## src/rtl/lsu_wb.sv

```systemverilog
// Load/store and writeback stage: one operation at a time, at most one data-memory
// access, drives the register heap write port. All outputs are registered.
module lsu_wb (
    input  logic        clk,
    input  logic        rst,
    input  logic        in_valid,
    output logic        in_ready,
    input  logic        in_is_load,
    input  logic        in_is_store,
    input  logic [2:0]  in_funct3,
    input  logic [63:0] in_addr,
    input  logic [63:0] in_sdata,
    input  logic [4:0]  in_rd,
    input  logic [63:0] in_result,
    output logic        mem_req_valid,
    input  logic        mem_req_ready,
    output logic [63:0] mem_req_addr,
    output logic        mem_req_wen,
    output logic [7:0]  mem_req_wmask,
    output logic [63:0] mem_req_wdata,
    input  logic        mem_resp_valid,
    input  logic [63:0] mem_resp_rdata,
    output logic        rf_wen,
    output logic [4:0]  rf_waddr,
    output logic [63:0] rf_wdata,
    output logic        fault
);

    typedef enum logic [1:0] {S_IDLE, S_REQ, S_WAIT, S_WB} state_t;

    state_t      r_state;
    logic [2:0]  r_funct3;
    logic [2:0]  r_off;
    logic [4:0]  r_rd;
    logic        r_is_load;
    logic        r_req_valid;
    logic [63:0] r_req_addr;
    logic        r_req_wen;
    logic [7:0]  r_req_wmask;
    logic [63:0] r_req_wdata;
    logic        r_rf_wen;
    logic [4:0]  r_rf_waddr;
    logic [63:0] r_rf_wdata;
    logic        r_fault;

    logic [2:0]  w_off;
    logic [2:0]  w_align;
    logic [7:0]  w_size_mask;
    logic [7:0]  w_wmask;
    logic [63:0] w_wdata;
    logic        w_illegal;
    logic        w_misaligned;
    logic        w_bad;
    logic [63:0] w_shifted;
    logic [63:0] w_load_data;

    assign w_off = in_addr[2:0];

    always_comb begin
        w_align     = 3'b000;
        w_size_mask = 8'h01;
        case (in_funct3[1:0])
            2'b00: begin w_align = 3'b000; w_size_mask = 8'h01; end
            2'b01: begin w_align = 3'b001; w_size_mask = 8'h03; end
            2'b10: begin w_align = 3'b011; w_size_mask = 8'h0F; end
            2'b11: begin w_align = 3'b111; w_size_mask = 8'hFF; end
            default: begin w_align = 3'b000; w_size_mask = 8'h01; end
        endcase
    end

    assign w_wmask      = w_size_mask << w_off;
    assign w_wdata      = in_sdata << {w_off, 3'b000};
    assign w_illegal    = in_is_load ? (in_funct3 == 3'b111) : in_funct3[2];
    assign w_misaligned = |(w_off & w_align);
    assign w_bad        = w_illegal | w_misaligned;

    // Extraction uses the offset and funct3 latched at capture, not the live inputs.
    assign w_shifted = mem_resp_rdata >> {r_off, 3'b000};

    always_comb begin
        w_load_data = w_shifted;
        case (r_funct3)
            3'b000:  w_load_data = {{56{w_shifted[7]}},  w_shifted[7:0]};
            3'b001:  w_load_data = {{48{w_shifted[15]}}, w_shifted[15:0]};
            3'b010:  w_load_data = {{32{w_shifted[31]}}, w_shifted[31:0]};
            3'b011:  w_load_data = w_shifted;
            3'b100:  w_load_data = {56'd0, w_shifted[7:0]};
            3'b101:  w_load_data = {48'd0, w_shifted[15:0]};
            3'b110:  w_load_data = {32'd0, w_shifted[31:0]};
            default: w_load_data = w_shifted;
        endcase
    end

    always_ff @(posedge clk or posedge rst) begin
        if (rst) begin
            r_state     <= S_IDLE;
            r_funct3    <= '0;
            r_off       <= '0;
            r_rd        <= '0;
            r_is_load   <= 1'b0;
            r_req_valid <= 1'b0;
            r_req_addr  <= '0;
            r_req_wen   <= 1'b0;
            r_req_wmask <= '0;
            r_req_wdata <= '0;
            r_rf_wen    <= 1'b0;
            r_rf_waddr  <= '0;
            r_rf_wdata  <= '0;
            r_fault     <= 1'b0;
        end else begin
            r_fault <= 1'b0;
            case (r_state)
                S_IDLE: begin
                    if (in_valid) begin
                        r_funct3  <= in_funct3;
                        r_off     <= w_off;
                        r_rd      <= in_rd;
                        r_is_load <= in_is_load;
                        if (!(in_is_load || in_is_store)) begin
                            r_rf_wen   <= (in_rd != 5'd0);
                            r_rf_waddr <= in_rd;
                            r_rf_wdata <= in_result;
                            r_state    <= S_WB;
                        end else if (w_bad) begin
                            r_fault <= 1'b1;
                        end else begin
                            r_req_valid <= 1'b1;
                            r_req_addr  <= {in_addr[63:3], 3'b000};
                            r_req_wen   <= in_is_store;
                            r_req_wmask <= in_is_store ? w_wmask : 8'h00;
                            r_req_wdata <= w_wdata;
                            r_state     <= S_REQ;
                        end
                    end
                end
                S_REQ: begin
                    if (mem_req_ready) begin
                        r_req_valid <= 1'b0;
                        r_state     <= S_WAIT;
                    end
                end
                S_WAIT: begin
                    if (mem_resp_valid) begin
                        if (r_is_load) begin
                            r_rf_wen   <= (r_rd != 5'd0);
                            r_rf_waddr <= r_rd;
                            r_rf_wdata <= w_load_data;
                            r_state    <= S_WB;
                        end else begin
                            r_state <= S_IDLE;
                        end
                    end
                end
                S_WB: begin
                    r_rf_wen <= 1'b0;
                    r_state  <= S_IDLE;
                end
                default: r_state <= S_IDLE;
            endcase
        end
    end

    assign in_ready      = (r_state == S_IDLE);
    assign mem_req_valid = r_req_valid;
    assign mem_req_addr  = r_req_addr;
    assign mem_req_wen   = r_req_wen;
    assign mem_req_wmask = r_req_wmask;
    assign mem_req_wdata = r_req_wdata;
    assign rf_wen        = r_rf_wen;
    assign rf_waddr      = r_rf_waddr;
    assign rf_wdata      = r_rf_wdata;
    assign fault         = r_fault;

endmodule

```

## config.mk

```make
export PLATFORM = sky130hd
export DESIGN_NAME = lsu_wb
export DESIGN_NICKNAME = d
export VERILOG_FILES = /design/src/rtl/lsu_wb.sv
export SDC_FILE = /design/constraint.sdc
export NUM_CORES = 1
export LEC_CHECK = 0
export CAP_MARGIN = 10
export CORE_ASPECT_RATIO = 0.7
export CORE_MARGIN = 2
export CORE_UTILIZATION = 40
export DETAILED_ROUTE_END_ITERATION = 8
export PLACE_DENSITY = 0.74
export RECOVER_POWER = 100
export SLEW_MARGIN = 30
export SYNTH_ARGS = -nofsm -noshare
export SYNTH_HDL_FRONTEND = slang
export SYNTH_SLANG_ARGS = --single-unit
```

## constraint.sdc

```tcl
create_clock -name clk -period 21.9 [get_ports clk]
set_clock_uncertainty 0.2 [all_clocks]
set_input_delay 6.57 -clock clk [delete_from_list [all_inputs] [get_ports clk]]
set_output_delay 6.57 -clock clk [all_outputs]
set_load 0.01 [all_outputs]
```

======== Word-level counts from Yosys, hierarchy flattened ========
Cells that the tools add are included.
operators by class
  multipliers ............................. 0
  reductions and logical operators ........ 16
  eq/ne operators ......................... 20
  $add $sub $neg .......................... 0
  muxes and demuxes ....................... 36
  bitwise gates (word level) .............. 3
  magnitude comparators ................... 0
  shifts and indexed selects .............. 3
  divide/modulo/power cells ............... 0
operators with widths
  cell                                                              count
  64-bit one-hot mux with 6 select lines                            1
  64-bit 2-to-1 mux                                                 4
  64-bit one-hot mux with 2 select lines                            1
  64-bit by 6-bit left shift with 64-bit output                     1
  64-bit by 6-bit right shift with 64-bit output                    1
  8-bit one-hot mux with 4 select lines                             1
  5-bit 2-to-1 mux                                                  4
  5-bit AND reduction                                               3
  1-bit 2-to-1 mux                                                  13
  3-bit == test (second input constant)                             4
  2-bit 2-to-1 mux                                                  6
  2-bit inequality test (second input constant)                     6
  3-bit one-hot mux with 4 select lines                             1
  5-bit one-hot mux with 2 select lines                             1
  5-bit nonzero test                                                2
  2-bit == test (second input constant)                             4
  8-bit 2-to-1 mux                                                  1
  2-bit one-hot mux with 4 select lines                             1
  4-bit AND reduction                                               2
  8-bit by 3-bit left shift with 8-bit output                       1
  2-bit by 1-bit == test with 1-bit output (second input constant)  2
  2-bit zero test                                                   2
  2-bit nonzero test                                                2
  3-bit AND                                                         1
  13 further kinds                                                  13
storage, ports and cells
  bits in latches ......................... 0
  bits of input ports ..................... 271
  ROM bits ................................ 0
  RAM bits ................................ 0
  logic and storage cells ................. 92
  output and inout bits ................... 210
  memories ................................ 0
  register bits after elaboration ......... 220

======== Longest topological paths before layout ========
  depth in word-level cells ............... 9
  depth in mapped cells ................... 9
  gate-level depth less buffers ........... 5

======== Worst setup path before layout ========
No wires, ideal clock.
  path kind ............................... input -> register
  from .................................... input port in_funct3[0]
  to ...................................... register r_req_wmask[2], in the netlist mem_req_wmask[2]
  cell stages on the path ................. 9
  buffers on the path ..................... 4
  required time ........................... 21575 ps
  setup slack ............................. 13501 ps
  library setup time ...................... 125 ps
  arrival time ............................ 8074 ps
  cell sequence ........................... clkbuf_2 > a21oi_1 > o221ai_1 > or4_1 > buf_2 > buf_2 > buf_2 > nand2_1 > nand2_1
on the way
  longest elaborated chain between the ends .. 7
  elaborated cells on any way between the ends .. 15
  those cells by class .................... eq/ne (4); shift (1); mux (4); bitwise (3); reduce/logical (3)
RTL lines
  element                                line  RTL
  start: declaration                     10    input logic [2:0] in_funct3,
  2-bit == test (tied with other cells)  62    case (in_funct3[1:0])
  3-bit one-hot mux with 4 select lines  62
  3-bit AND                              74    assign w_misaligned = |(w_off & w_align);
  3-bit OR reduction                     74
  1-bit bitwise OR                       75    assign w_bad = w_illegal | w_misaligned;
  1-bit inverter (no line)               --
  4-bit AND reduction (no line)          --
  end signal: assignment                 130   r_req_wmask <= in_is_store ? w_wmask : 8'h00;
  end: declaration                       39    logic [7:0] r_req_wmask;
Parallel ways exist; a longest one is shown, timed or not. The select of a mux whose other input is x is not followed.
A chain may end at the register's enable or synchronous reset.

======== Worst setup path after layout ========
  from .................................... input port in_addr[0]
  to ...................................... register r_req_wdata[44], in the netlist mem_req_wdata[44]
on the way
  longest elaborated chain between the ends .. 5
  elaborated cells on any way between the ends .. 6
  those cells by class .................... shift (1); bitwise (3); reduce/logical (2)
RTL lines
  element                                                                                                line  RTL
  start: declaration                                                                                     11    input logic [63:0] in_addr,
  parallel branches: the longest is 5 deep, another holds 64-bit by 6-bit left shift with 64-bit output  --
  end signal: assignment                                                                                 131   r_req_wdata <= w_wdata;
  end: declaration                                                                                       40    logic [63:0] r_req_wdata;
Several ways; the timed one is not identified.

==> flow_metrics.py <==
metrics = {
    "outcome": {
        "status": "finished, violations left",
        "violations": "max-capacitance violations, max-slew violations",
    },
    "logic_synthesis": {
        "ys_types": 58,
        "yosys.area_share.adder_pct": 0,
        "seq_area_frac_synth_pct": 44.48,
        "synth.top_cell.area_share_pct": 44.48,
        "synth_edf_count": 0,
        "ys_warn_count": 0,
        "yosys-top-cells-count": "nand2_1, dfrtp_1, o21ai_0",
        "synth_area_leaders": "dfrtp_1, nand2_1, mux2_2",
        "muxShareOfSynthArea_pct": 15.61,
        "synth_top_family_by_area": "compound AO/OA/AOI/OAI gates",
        "avgSynthCellArea_um2": 9.264,
        "synth-seq-cells": 220,
        "yosysMostFrequentCell": "nand2_1",
        "syn_inst": 1336,
        "yosysTopAreaCell": "dfrtp_1",
        "synth-xor-area-share_pct": 0,
        "synth_compound_area_share_pct": 18.93,
        "synth_simple_gate_area_share_pct": 16.33,
        "netlist_area_um2": 12380,
        "synthFlopType": "dfrtp_1",
        "async_reset_ff_share_pct": 100.0,
    },
    "global_routing": {
        "grt_usage_pct": 28.57,
        "antenna_found_initial": 2,
        "grt_pass1_vias": 11770,
        "grt_start_max_net_pins": 97,
        "grt_pass1_wl_um": 71190,
        "overflow": 0,
    },
    "route": {
        "avgViaCountPerCell": 5.572,
        "drcViolationCount": 0,
        "routed_wl_um": 48060,
        "m1WireLength_um": 21050,
        "routed.top_layer": "met4",
        "ant_nets": 0,
        "wire_per_inst_um": 22.07,
        "route.met3.wl_um": 5088,
        "num_vias": 12130,
        "dr.pass1.iters": 6,
        "drtIter0Drc": 1306,
        "wl_met2_um": 20600,
    },
    "setup_path": {
        "crit_chain": "clkbuf_1 -> clkbuf_1 -> a21oi_1 -> o221ai_1 -> nor4_1 -> clkbuf_1 -> o221ai_1 -> o21a_1",
        "critPathKind": "in -> reg",
        "r2r_slack_ns": 13.82,
        "cp.required_ns": 22.10,
        "worst-r2r-cell-count": 7,
        "slowest_stage": "clkbuf_1",
        "crit_fanout": 92,
        "timing.rr.start": "r_state[1]",
        "worst_path_largest_cell_delay_ns": 2.99,
        "timing.rr.end": "rf_wdata[17]",
        "end_kind": "register",
        "start_kind": "primary input",
        "crit_path_frequent_cell": "clkbuf_1",
        "crit_arrival_ns": 14.90,
    },
    "clocking": {
        "postCtsSetupBuffers": 0,
        "cts_resized": 0,
        "cts_htree_levels": 1,
        "cts_made_buffers": 25,
        "cts_buffer_depth": 3,
        "insertion_delay_ns": 0.52,
        "cts_root_buffer": "clkbuf_16",
        "ctsHoldBuffers": 0,
        "clkSlewWorstSetupHoldPaths_ns": 0.07,
        "cts.sinks": 220,
        "tritoncts": "done",
    },
    "power_and_ir_drop": {
        "p_clk_share_pct": 18.9,
        "internal_power_mw": 1.357,
        "finalPower_mw": 2.232,
        "p_per_area_nw_per_um2": 123.9,
        "p_sw_share_pct": 39.18,
        "p_leak_nw": 7.933,
        "pwr-share-comb_pct": 50.2,
        "p_seq_share_pct": 31.0,
        "worst_ir_drop_vdd_mv": 0.06593,
        "switchingPower_mw": 0.8744,
    },
    "finish": {
        "drive_above_1_share_pct": 10.49,
        "fillers": 2602,
        "final_area_um2": 18020,
        "regArea_um2": 5507,
        "fin_nets": 2018,
        "area_growth_pct": 45.57,
        "multi_input_area_um2": 6266,
    },
    "place": {
        "io_buffers": 477,
        "place_worst_setup_slack_ns": 11.60,
        "hpwlAfterDp_um": 35730,
        "gp_congestion": 0.9550,
        "placed_area_um2": 17300,
    },
    "floorplan": {
        "rows": 53,
        "die_h_um": 151.2,
        "dieWidth_um": 214.2,
        "start_util_pct": 40.93,
        "core_um2": 30240,
        "die-area_um2": 32390,
        "io_pins": 481,
    },
    "hold_path": {
        "worstHoldPathCells": 2,
        "min_from": "mem_req_wdata[7]",
        "min_to": "mem_req_wdata[7]",
        "hold_class": "reg -> reg",
    },
    "timing": {
        "maxSlewHeadroom_pct": -188.5,
        "tns_ns": 0,
        "finalHoldViolations": 0,
        "period_share_pct": 67.13,
        "setup_viol": 0,
        "fmax_ghz": 0.06802,
        "slew_violations": 651,
        "tightest_slew_ns": 4.304,
        "layout_setup_ws_ns": 7.199,
        "min_period_ns": 14.70,
        "hold-worst-slack_ns": 0.2605,
        "rsz0062_at_grt": "false",
    },
    "flow_run": {
        "cap_violations": 11,
    },
}
## metal layers
layer	global-route usage [%]	up-vias
li1	-	5559
met1	41.61	5786
met2	41.93	702
met3	7.771	84
met4	7.292	0
met5	0	-
## registers in the layout, indices dropped and copies added (netlist names)
register       cells
mem_req_wdata     64
rf_wdata          64
mem_req_addr      61
mem_req_wmask      8
r_rd               5
rf_waddr           5
r_funct3           3
r_off              3
r_state            2
fault              1
mem_req_valid      1
mem_req_wen        1
r_is_load          1
rf_wen             1
## power by group through the flow
stage               logic (mW)  registers [mW]  clock network [mW]
floorplan                0.537           0.764                   0
global placement          1.15           0.698                   0
detailed placement        1.18           0.701                   0
CTS                       1.18           0.698               0.430
global route              1.20           0.716               0.444
finish                    1.12           0.691               0.421
## cells in the final DEF (no fill, tap or decap), types with 23 or more instances in the layout
master	synthesis	layout
dlygate4sd3_1	0	209
clkbuf_16	0	25
mux2i_1	76	76
o21ai_0	103	115
clkdlybuf4s50_1	0	266
a21oi_1	31	31
o22ai_1	23	23
a22oi_1	16	25
mux2_2	76	76
nand2_1	414	414
o31ai_1	26	26
nor2_1	34	32
dfrtp_1	220	219
## logic make-up (layout without fill, tap and decap cells)
family / after synthesis / count (layout)
AOI/OAI and AO/OA: 330 / 330
buffers and inverters: 121 / 546
other: 1 / 5
DFF: 220 / 220
and+or+nand+nor: 498 / 498
muxes: 166 / 166
## how the worst max path moves through the flow
stage / from / to / slack, ns
2_1_floorplan: rst / fault / 9.11
3_3_place_gp: in_addr[0] / mem_req_wdata[60] / 11.70
3_5_place_dp: in_addr[0] / mem_req_wdata[58] / 11.60
4_1_cts: in_addr[0] / mem_req_wdata[61] / 12.16
5_1_grt: in_addr[0] / mem_req_wdata[44] / 6.21
6_report: in_addr[0] / mem_req_wdata[44] / 7.20
## per-stage QoR
stage | cells | util (%)
global route | 2177 | 59.58
global placement | 2130 | 57.13
CTS | 2174 | 59.89
floorplan | 1338 | -
detailed placement | 2131 | 57.20
finish | 2177 | 59.58
## layout make-up
type	instances	area share (%)
multi-input combinational	997	34.78
sequential	220	30.56
clock buffer	35	3.903
timing repair buffer	496	27.10
inverter	7	0.1528
tap	412	2.861
clock inverter	8	0.6111
antenna	2	0.02778
## worst max-delay path, delay by kind of cell
family	cells	cell delay, ns
AND/OR/NAND/NOR	1	1.59
AO/OA/AOI/OAI	4	2.07
buffers and inverters	3	4.54
Power figures use the tool's default switching activity.
